--- src/rtl/pcg_share_ctrl.sv ---
`default_nettype none
// ============================================================================
// Module      : pcg_share_ctrl
// Description : Shares one PCG-XSH-RR generator among NREQ requesters. Loads
//               the seed, runs the warm-up draws, then grants draws to the
//               requesters in round-robin order. Each grant takes three
//               cycles (IDLE -> ISSUE -> DELIVER).
// Ports       : clk, rst           - clock, synchronous active-high reset
//               req                - level request per client
//               rsp_valid/id/data  - one-cycle response, one-hot owner, word
//               reseed, seed_in    - one-cycle seed load request and seed value
//               busy               - high while seeding or warming up
//               pcg_rst/en/seed    - control outputs to the generator
//               pcg_out            - generator output word
// Revision    : 1.0 - initial release
// ============================================================================
module pcg_share_ctrl #(
    parameter int          NREQ         = 4,
    parameter int          WARMUP       = 4,
    parameter logic [63:0] DEFAULT_SEED = 64'hD4E12F77CAFEBABE
) (
    input  logic            clk,
    input  logic            rst,
    input  logic [NREQ-1:0] req,
    output logic            rsp_valid,
    output logic [NREQ-1:0] rsp_id,
    output logic [31:0]     rsp_data,
    input  logic            reseed,
    input  logic [63:0]     seed_in,
    output logic            busy,
    output logic            pcg_rst,
    output logic            pcg_en,
    output logic [63:0]     pcg_seed,
    input  logic [31:0]     pcg_out
);

    localparam int          c_IDX_W     = (NREQ > 1) ? $clog2(NREQ) : 1;
    localparam logic [7:0]  c_WARM_LAST = 8'((WARMUP > 0) ? WARMUP - 1 : 0);

    localparam logic [2:0]  c_SEED      = 3'd0;
    localparam logic [2:0]  c_WARM      = 3'd1;
    localparam logic [2:0]  c_IDLE      = 3'd2;
    localparam logic [2:0]  c_ISSUE     = 3'd3;
    localparam logic [2:0]  c_DELIVER   = 3'd4;

    // With no warm-up the generator is usable straight after the seed load.
    localparam logic [2:0]  c_AFTER_SEED = (WARMUP > 0) ? c_WARM : c_IDLE;

    logic [2:0]          r_state;
    logic [7:0]          r_cnt;
    logic [c_IDX_W-1:0]  r_start;      // first index searched by the arbiter
    logic [c_IDX_W-1:0]  r_win_idx;
    logic [NREQ-1:0]     r_win;
    logic                r_pend;
    logic [63:0]         r_pend_seed;
    logic [63:0]         r_seed;

    logic [NREQ-1:0]     w_mask;
    logic [NREQ-1:0]     w_masked;
    logic [NREQ-1:0]     w_pick;
    logic [c_IDX_W-1:0]  w_idx;
    logic                w_found;
    logic [NREQ-1:0]     w_onehot;
    logic [c_IDX_W-1:0]  w_next_start;
    logic                w_reseed_any;
    logic [63:0]         w_new_seed;

    // Round-robin: look first at requests at or above r_start; if there are
    // none, wrap around and take the lowest set request overall.
    assign w_mask   = ~((NREQ'(1) << r_start) - NREQ'(1));
    assign w_masked = req & w_mask;
    assign w_pick   = (|w_masked) ? w_masked : req;

    always_comb begin
        w_found = 1'b0;
        w_idx   = '0;
        for (int j = 0; j < NREQ; j++) begin
            if (!w_found && w_pick[j]) begin
                w_found = 1'b1;
                w_idx   = c_IDX_W'(j);
            end
        end
    end

    assign w_onehot     = NREQ'(1) << w_idx;
    assign w_next_start = (r_win_idx == c_IDX_W'(NREQ - 1)) ? '0
                                                             : r_win_idx + c_IDX_W'(1);

    // A reseed pulse in the current cycle is newer than any pending one.
    assign w_reseed_any = reseed | r_pend;
    assign w_new_seed   = reseed ? seed_in : r_pend_seed;

    always_ff @(posedge clk) begin
        if (rst) begin
            r_state     <= c_SEED;
            r_cnt       <= 8'd0;
            r_start     <= '0;
            r_win_idx   <= '0;
            r_win       <= '0;
            r_pend      <= 1'b0;
            r_pend_seed <= 64'd0;
            r_seed      <= DEFAULT_SEED;
        end else begin
            case (r_state)
                c_SEED: begin
                    // A new seed here restarts the load with that seed.
                    if (reseed) begin
                        r_seed <= seed_in;
                    end else begin
                        r_state <= c_AFTER_SEED;
                        r_cnt   <= 8'd0;
                    end
                end
                c_WARM: begin
                    if (reseed) begin
                        r_pend      <= 1'b1;
                        r_pend_seed <= seed_in;
                    end
                    r_cnt <= r_cnt + 8'd1;
                    if (r_cnt == c_WARM_LAST) begin
                        r_state <= c_IDLE;
                    end
                end
                c_IDLE: begin
                    if (w_reseed_any) begin
                        r_state <= c_SEED;
                        r_seed  <= w_new_seed;
                        r_pend  <= 1'b0;
                    end else if (|req) begin
                        r_state   <= c_ISSUE;
                        r_win_idx <= w_idx;
                        r_win     <= w_onehot;
                    end
                end
                c_ISSUE: begin
                    if (reseed) begin
                        r_pend      <= 1'b1;
                        r_pend_seed <= seed_in;
                    end
                    r_state <= c_DELIVER;
                end
                c_DELIVER: begin
                    r_start <= w_next_start;
                    if (w_reseed_any) begin
                        r_state <= c_SEED;
                        r_seed  <= w_new_seed;
                        r_pend  <= 1'b0;
                    end else begin
                        r_state <= c_IDLE;
                    end
                end
                default: begin
                    r_state <= c_SEED;
                end
            endcase
        end
    end

    // The generator steps at the end of ISSUE, so its output is fresh in
    // DELIVER and can be forwarded without another register stage.
    assign pcg_rst   = (r_state == c_SEED);
    assign pcg_en    = (r_state == c_WARM) || (r_state == c_ISSUE);
    assign busy      = (r_state == c_SEED) || (r_state == c_WARM);
    assign rsp_valid = (r_state == c_DELIVER);
    assign rsp_id    = rsp_valid ? r_win : '0;
    assign rsp_data  = rsp_valid ? pcg_out : 32'd0;
    assign pcg_seed  = r_seed;

endmodule
`default_nettype wire

--- config.mk ---
export PLATFORM = sky130hd
export DESIGN_NAME = pcg_share_ctrl
export DESIGN_NICKNAME = d
export VERILOG_FILES = /design/src/rtl/pcg_share_ctrl.sv
export SDC_FILE = /design/constraint.sdc
export NUM_CORES = 1
export LEC_CHECK = 0
export CORE_AREA = 2 2 114 144
export CTS_CLUSTER_SIZE = 12
export DETAILED_ROUTE_END_ITERATION = 10
export DIE_AREA = 0 0 116 146
export DONT_BUFFER_PORTS = 1
export REMOVE_ABC_BUFFERS = 1
export SETUP_SLACK_MARGIN = 0.15
export SLEW_MARGIN = 5
export SYNTH_ARGS = -nofsm -noshare
export SYNTH_HDL_FRONTEND = slang
export SYNTH_SLANG_ARGS = --single-unit
--- constraint.sdc ---
create_clock -name clk -period 5.8 [get_ports clk]
set_clock_uncertainty 0.15 [all_clocks]
set_input_delay 0.29 -clock clk [delete_from_list [all_inputs] [get_ports clk]]
set_output_delay 0.29 -clock clk [all_outputs]
set_load 0.05 [all_outputs]
# --- After elaboration in Yosys (flattened, before gate mapping) ---
# Index checks and enable logic that the tools add are counted.
totals:
  register_bits: 148
  inputBits: 103
  wordCells: 75
op_classes:
  addsub: 3
  n_eq_ne: 12
  shift: 2
  muxes: 25
  n_bitwise: 4
  n_reduce_logical: 21
op_table:
  columns: ["operator", "n"]
  rows:
  - ["$mux 64", 3]
  - ["$pmux 64 s2", 1]
  - ["$mux 32", 1]
  - ["$pmux 8 s2", 1]
  - ["$pmux 3 s5", 1]
  - ["$mux 3", 4]
  - ["$reduce_and 3->1", 4]
  - ["$add 8x1->8 const B", 1]
  - ["$eq 8x2->1 const B", 1]
  - ["$mux 2", 4]
  - ["$mux 4", 2]
  - ["$mux 8", 1]
  - ["$reduce_or 4->1", 2]
  - ["$shl 1x2->4 const A", 2]
  - ["$eq 3x2->1 const B", 2]
  - ["$mux 1", 6]
  - ["$ne 2x2->1 const B", 3]
  - ["$reduce_bool 2->1", 3]
  - ["$and 4x4->4", 1]
  - ["$ne 2x1->1 const B", 2]
  - ["$not 4->4", 1]
  - ["$reduce_or 2->1", 2]
  - ["$sub 4x2->4 const B", 1]
  - ["$eq 3x1->1 const B", 1]
  - ["12 further kinds", 17]

# --- Longest topological paths before layout ---
depth:
  word_depth: 17
  depth_mapped: 7
  ltp_nobuf: 5

# --- Worst setup path after synthesis ---
# OpenSTA, ideal clock, no wires.
synth_path:
  path_kind: "reg2reg"
  start: "register r_state[0]"
  end: "register r_pend_seed[10]"
  setup_time_ns: 0.132
  arrival_time_ns: 2.074
  required_time_ns: 5.518
  setup_slack_ns: 3.443
  stages_incl_launch_ff: 7
  path_buffers: 2
  path_cell_list: "dfxtp_1 buf_2 nor2b_1 nand2_1 clkbuf_1 nand2_1 a21oi_1"
synth_between:
  elab_chain_len: 2
  elab_cells_between_ends: 3
  cone_classes: "eq/ne (2); reduce/logical (1)"
synth_rtl:
  columns: ["item", "line", "rtl"]
  rows:
  - ["start, declared", "49", "logic [2:0] r_state;"]
  - ["start signal, assigned", "95", "r_state <= c_SEED;"]
  - ["start signal, assigned", "110", "r_state <= c_AFTER_SEED;"]
  - ["start signal, assigned", "121", "r_state <= c_IDLE;"]
  - ["$eq 3x1->1 or $eq 3x2->1 (tied branches)", "104", "case (r_state)"]
  - ["$reduce_or 2->1 (no source line) (*)", null, null]
  - ["end signal, assigned", "117", "r_pend_seed <= seed_in;"]
  - ["end signal, assigned", "138", "r_pend_seed <= seed_in;"]
  - ["end, declared", "55", "logic [63:0] r_pend_seed;"]
# Every way passes the cells marked *; elsewhere a longest branch is shown, timed or not.
# A chain may end at the register's enable or synchronous reset.

# --- Worst setup path in the final report ---
layout_path:
  start: "register r_state[0]"
  end: "register r_pend_seed[53]"
# The elaborated chain is that of the path after synthesis.

==> results.md <==
- Outcome: completed
- Cells after synthesis: between 800 and 900
- DP Wirelength: slightly below 10,000 um
- Final period utilization: 55.0%
- Pins Over Slew Limit: 0
- Max Fclk: between 300 and 400 MHz
- Worst R2R Start: r_state[0]
- Slowest CP cell: and2_2
- Hold crit path type: in2reg
- Worst slew pin tran: between 1000 and 1500 ps
- EDFF count, synth: 0
- Synth Flop Type: dfxtp_1
- Die height: about 150 um
- Register area: a little under 3000 um^2
- FF+latch count, synth: between 100 and 150
- Initial antenna violation count: 0
- Cells after DPL: around 960
- Global route overflow: 0
- Die area: approximately 17,000 um^2
- IO buf count: 0
- Clock tree buffer depth: 2
- Clock transition at the registers of the reported paths: approximately 60 ps
- Starting Density: between 30% and 40%
- Drt drc: 0
- Fill cell count: 1,592
- CTS tree: built
- Antenna diode count: 0
- Share of cells above drive strength 1: under 10%
- Worst Path Class, Setup: reg2reg
- Post-layout util: around half
- YS warnings: 0
- Width of the chip: between 100 and 150 um
- Vias per inst: between 5 and 6
- Antenna viol nets, final: 0
- Leak: 0.00275 uW
- First-pass GRT wire length: 27,400 um
- RSZ-0062 raised after global routing: no
- Total CTS buffers: 17
- Tot Pwr: 3030 uW
- Core ar.: around 15,000 um^2
- R2R cell count: 7
- Fin cells: between 1,000 and 1,500
- Hold path depth: 3
- Setup TNS: 0 ps
- Critical Path Start Type: flip-flop
- Latest clock arrival within the worst-skew pair: between 400 and 500 ps
- WP data arrival: 3400 ps
- Area share of the largest cell type after synthesis: just under 50%
- Maxcap violations: 0
- FF-to-FF End: r_pend_seed[53]
- Final hold violations: 0
- CP peak stage delay: ~650 ps
- H-tree depth: 4
- Final setup fails: 0
- Cts repair resizes: 0
- Number of global-route vias before repair: around 5,300
- Worst Path Max Fanout: 34
- Asr flop ratio synth: 0%
- First-pass DRT Iterations: 4
- Detailed Route WL: roughly 17,000 um
- Syn_area_per_cell: 7.64 um^2
- Multi-input logic area: between 2000 and 3000 um^2
- Peak supply drop: 0.000220 V
- Crit end category: flip-flop
- Top post-synthesis cells by area: dfxtp_1 (48%), nand2_1 (16%), a31oi_1 (6.5%)
- Pwr dens: 402 nW/um^2
- Num ports: between 200 and 250
- Netlist cell types: 45
- Min Tclk post-route: 3190 ps
- # rows: a little over 50
- CP Cell Sequence: nor2b_1 > buf_4 > and2_2 > buf_4 > nand2_1 > a21oi_1 > dlygate4sd3_1
- Clk sinks: between 100 and 150
- GRT Overall Usage: 20.3%
- Post-CTS Setup Bufs: 0
- Fin nets: ~940
- Worst EP required: 6010 ps
- Largest net degree at the start of global routing: approximately 120
- Root buf cell: clkbuf_16
- Top cell by count, worst path: buf_4
- Sequential cell area fraction in the yosys report: between 40 and 50%
- Routability cong.: between 0.7 and 0.8
- Vias after detailed routing: 5,628
- R2R setup slack: 2610 ps
- Yosys top cell by area: dfxtp_1
- Hold wc startpoint: reseed
- Area growth, synth to finish: 22.7%
- Average wire per standard cell: 16.1 um
- Slew headroom: 32.1%
- Hold Path Sink: r_state[1]
- Cell Area, Synth: 6140 um^2
- Initial DRC Count: 334
## cell usage after synthesis (all sizes together) (2+ instances only)
| cell type | n |
|---|---|
| a211oi | 2 |
| a21oi | 77 |
| a31oi | 64 |
| and2 | 41 |
| and3 | 2 |
| buf | 25 |
| clkbuf | 40 |
| dfxtp | 148 |
| ha | 2 |
| inv | 4 |
| mux2i | 2 |
| nand2 | 262 |
| nand2b | 4 |
| nand3 | 2 |
| nand4 | 3 |
| nor2 | 17 |
| nor2b | 2 |
| nor3 | 46 |
| nor3b | 2 |
| nor4 | 3 |
| o211a | 2 |
| o211ai | 2 |
| o21ai | 29 |
| o311ai | 3 |
| o31ai | 3 |
| or3 | 3 |
| or4 | 2 |
## stage by stage
step	hold slack [ps]	instance area [um^2]	worst slack, ps
floorplan	209	5860	838
detailed placement	219	6220	3100
finish	11.5	7540	2610
global placement	217	6220	3190
global route	12.8	7540	2390
CTS	0.568	7540	2580
## area by class of cell
type,count,area share (%)
clock inverter,12,2.01
timing repair buffer,76,10.1
tap,212,3.52
inverter,4,0.199
multi-input combinational,587,38.7
clock buffer,20,6.19
sequential,148,39.3
## state kept, by name, summed over array words and instances, names as in the netlist
| register | cells |
|---|---|
| pcg_seed | 64 |
| r_pend_seed | 64 |
| r_cnt | 8 |
| r_win | 4 |
| r_state | 3 |
| r_start | 2 |
| r_win_idx | 2 |
| r_pend | 1 |
## where the power goes
| group | internal, uW | total, uW | switching [uW] |
|---|---|---|---|
| Clock | 711 | 1140 | 430 |
| Combinational | 147 | 450 | 303 |
| Sequential | 1130 | 1440 | 309 |
| Total | 1990 | 3030 | 1040 |
## cells in the final DEF, fill, tap and decap left out, types with 3 or more instances in the layout
| cell | instances |
|---|---|
| o311ai_0 | 3 |
| dlygate4sd3_1 | 67 |
| and2_1 | 40 |
| bufinv_16 | 3 |
| clkinv_2 | 4 |
| a21oi_1 | 76 |
| nor2_1 | 17 |
| clkbuf_8 | 3 |
| nand4_1 | 3 |
| a31oi_1 | 64 |
| nand2_1 | 261 |
| buf_4 | 8 |
| o31ai_1 | 3 |
| or3_1 | 3 |
| clkbuf_16 | 17 |
| nor3_1 | 43 |
| inv_1 | 4 |
| dfxtp_1 | 148 |
| o21ai_0 | 28 |
| nand2b_1 | 3 |
## what timing repair did
action	4_1_cts	5_1_grt
endpoints found under the hold margin	145	0
hold buffers	68	0
setup endpoints to repair	0	0
## worst max-delay path: cells and delay by family, from the launching register on
kind | cells | cell delay [ps]
compound gates | 1 | 120
buf+inv | 3 | 1260
flops | 1 | 620
simple gates | 3 | 940
## kinds of logic after synthesis
kind of cell / synth area share [%]
compound gates: 17.6
simple gates: 28.1
mux: 0.509
xor+xnor: 0.285
flops: 48.2
buf+inv: 4.83
fa+ha+maj: 0.407
## how the worst max path moves through the flow
stage,start,endpoint,slack (ps),cells past startpoint
2_1_floorplan,r_state[2],pcg_seed[55],840,4
3_3_place_gp,r_state[0],r_pend_seed[29],3190,6
3_5_place_dp,r_state[0],r_pend_seed[13],3100,6
4_1_cts,r_state[0],r_pend_seed[53],2580,7
5_1_grt,r_state[0],r_pend_seed[53],2390,7
6_report,r_state[0],r_pend_seed[53],2610,7
## layer usage
layer  routed length, um  GRT usage (%)
met5                   0              0
met4                 248           6.37
met3                1310           6.37
met2                8440           35.1
met1                7070           23.7
No activity file was read; power rests on OpenSTA's default activity.
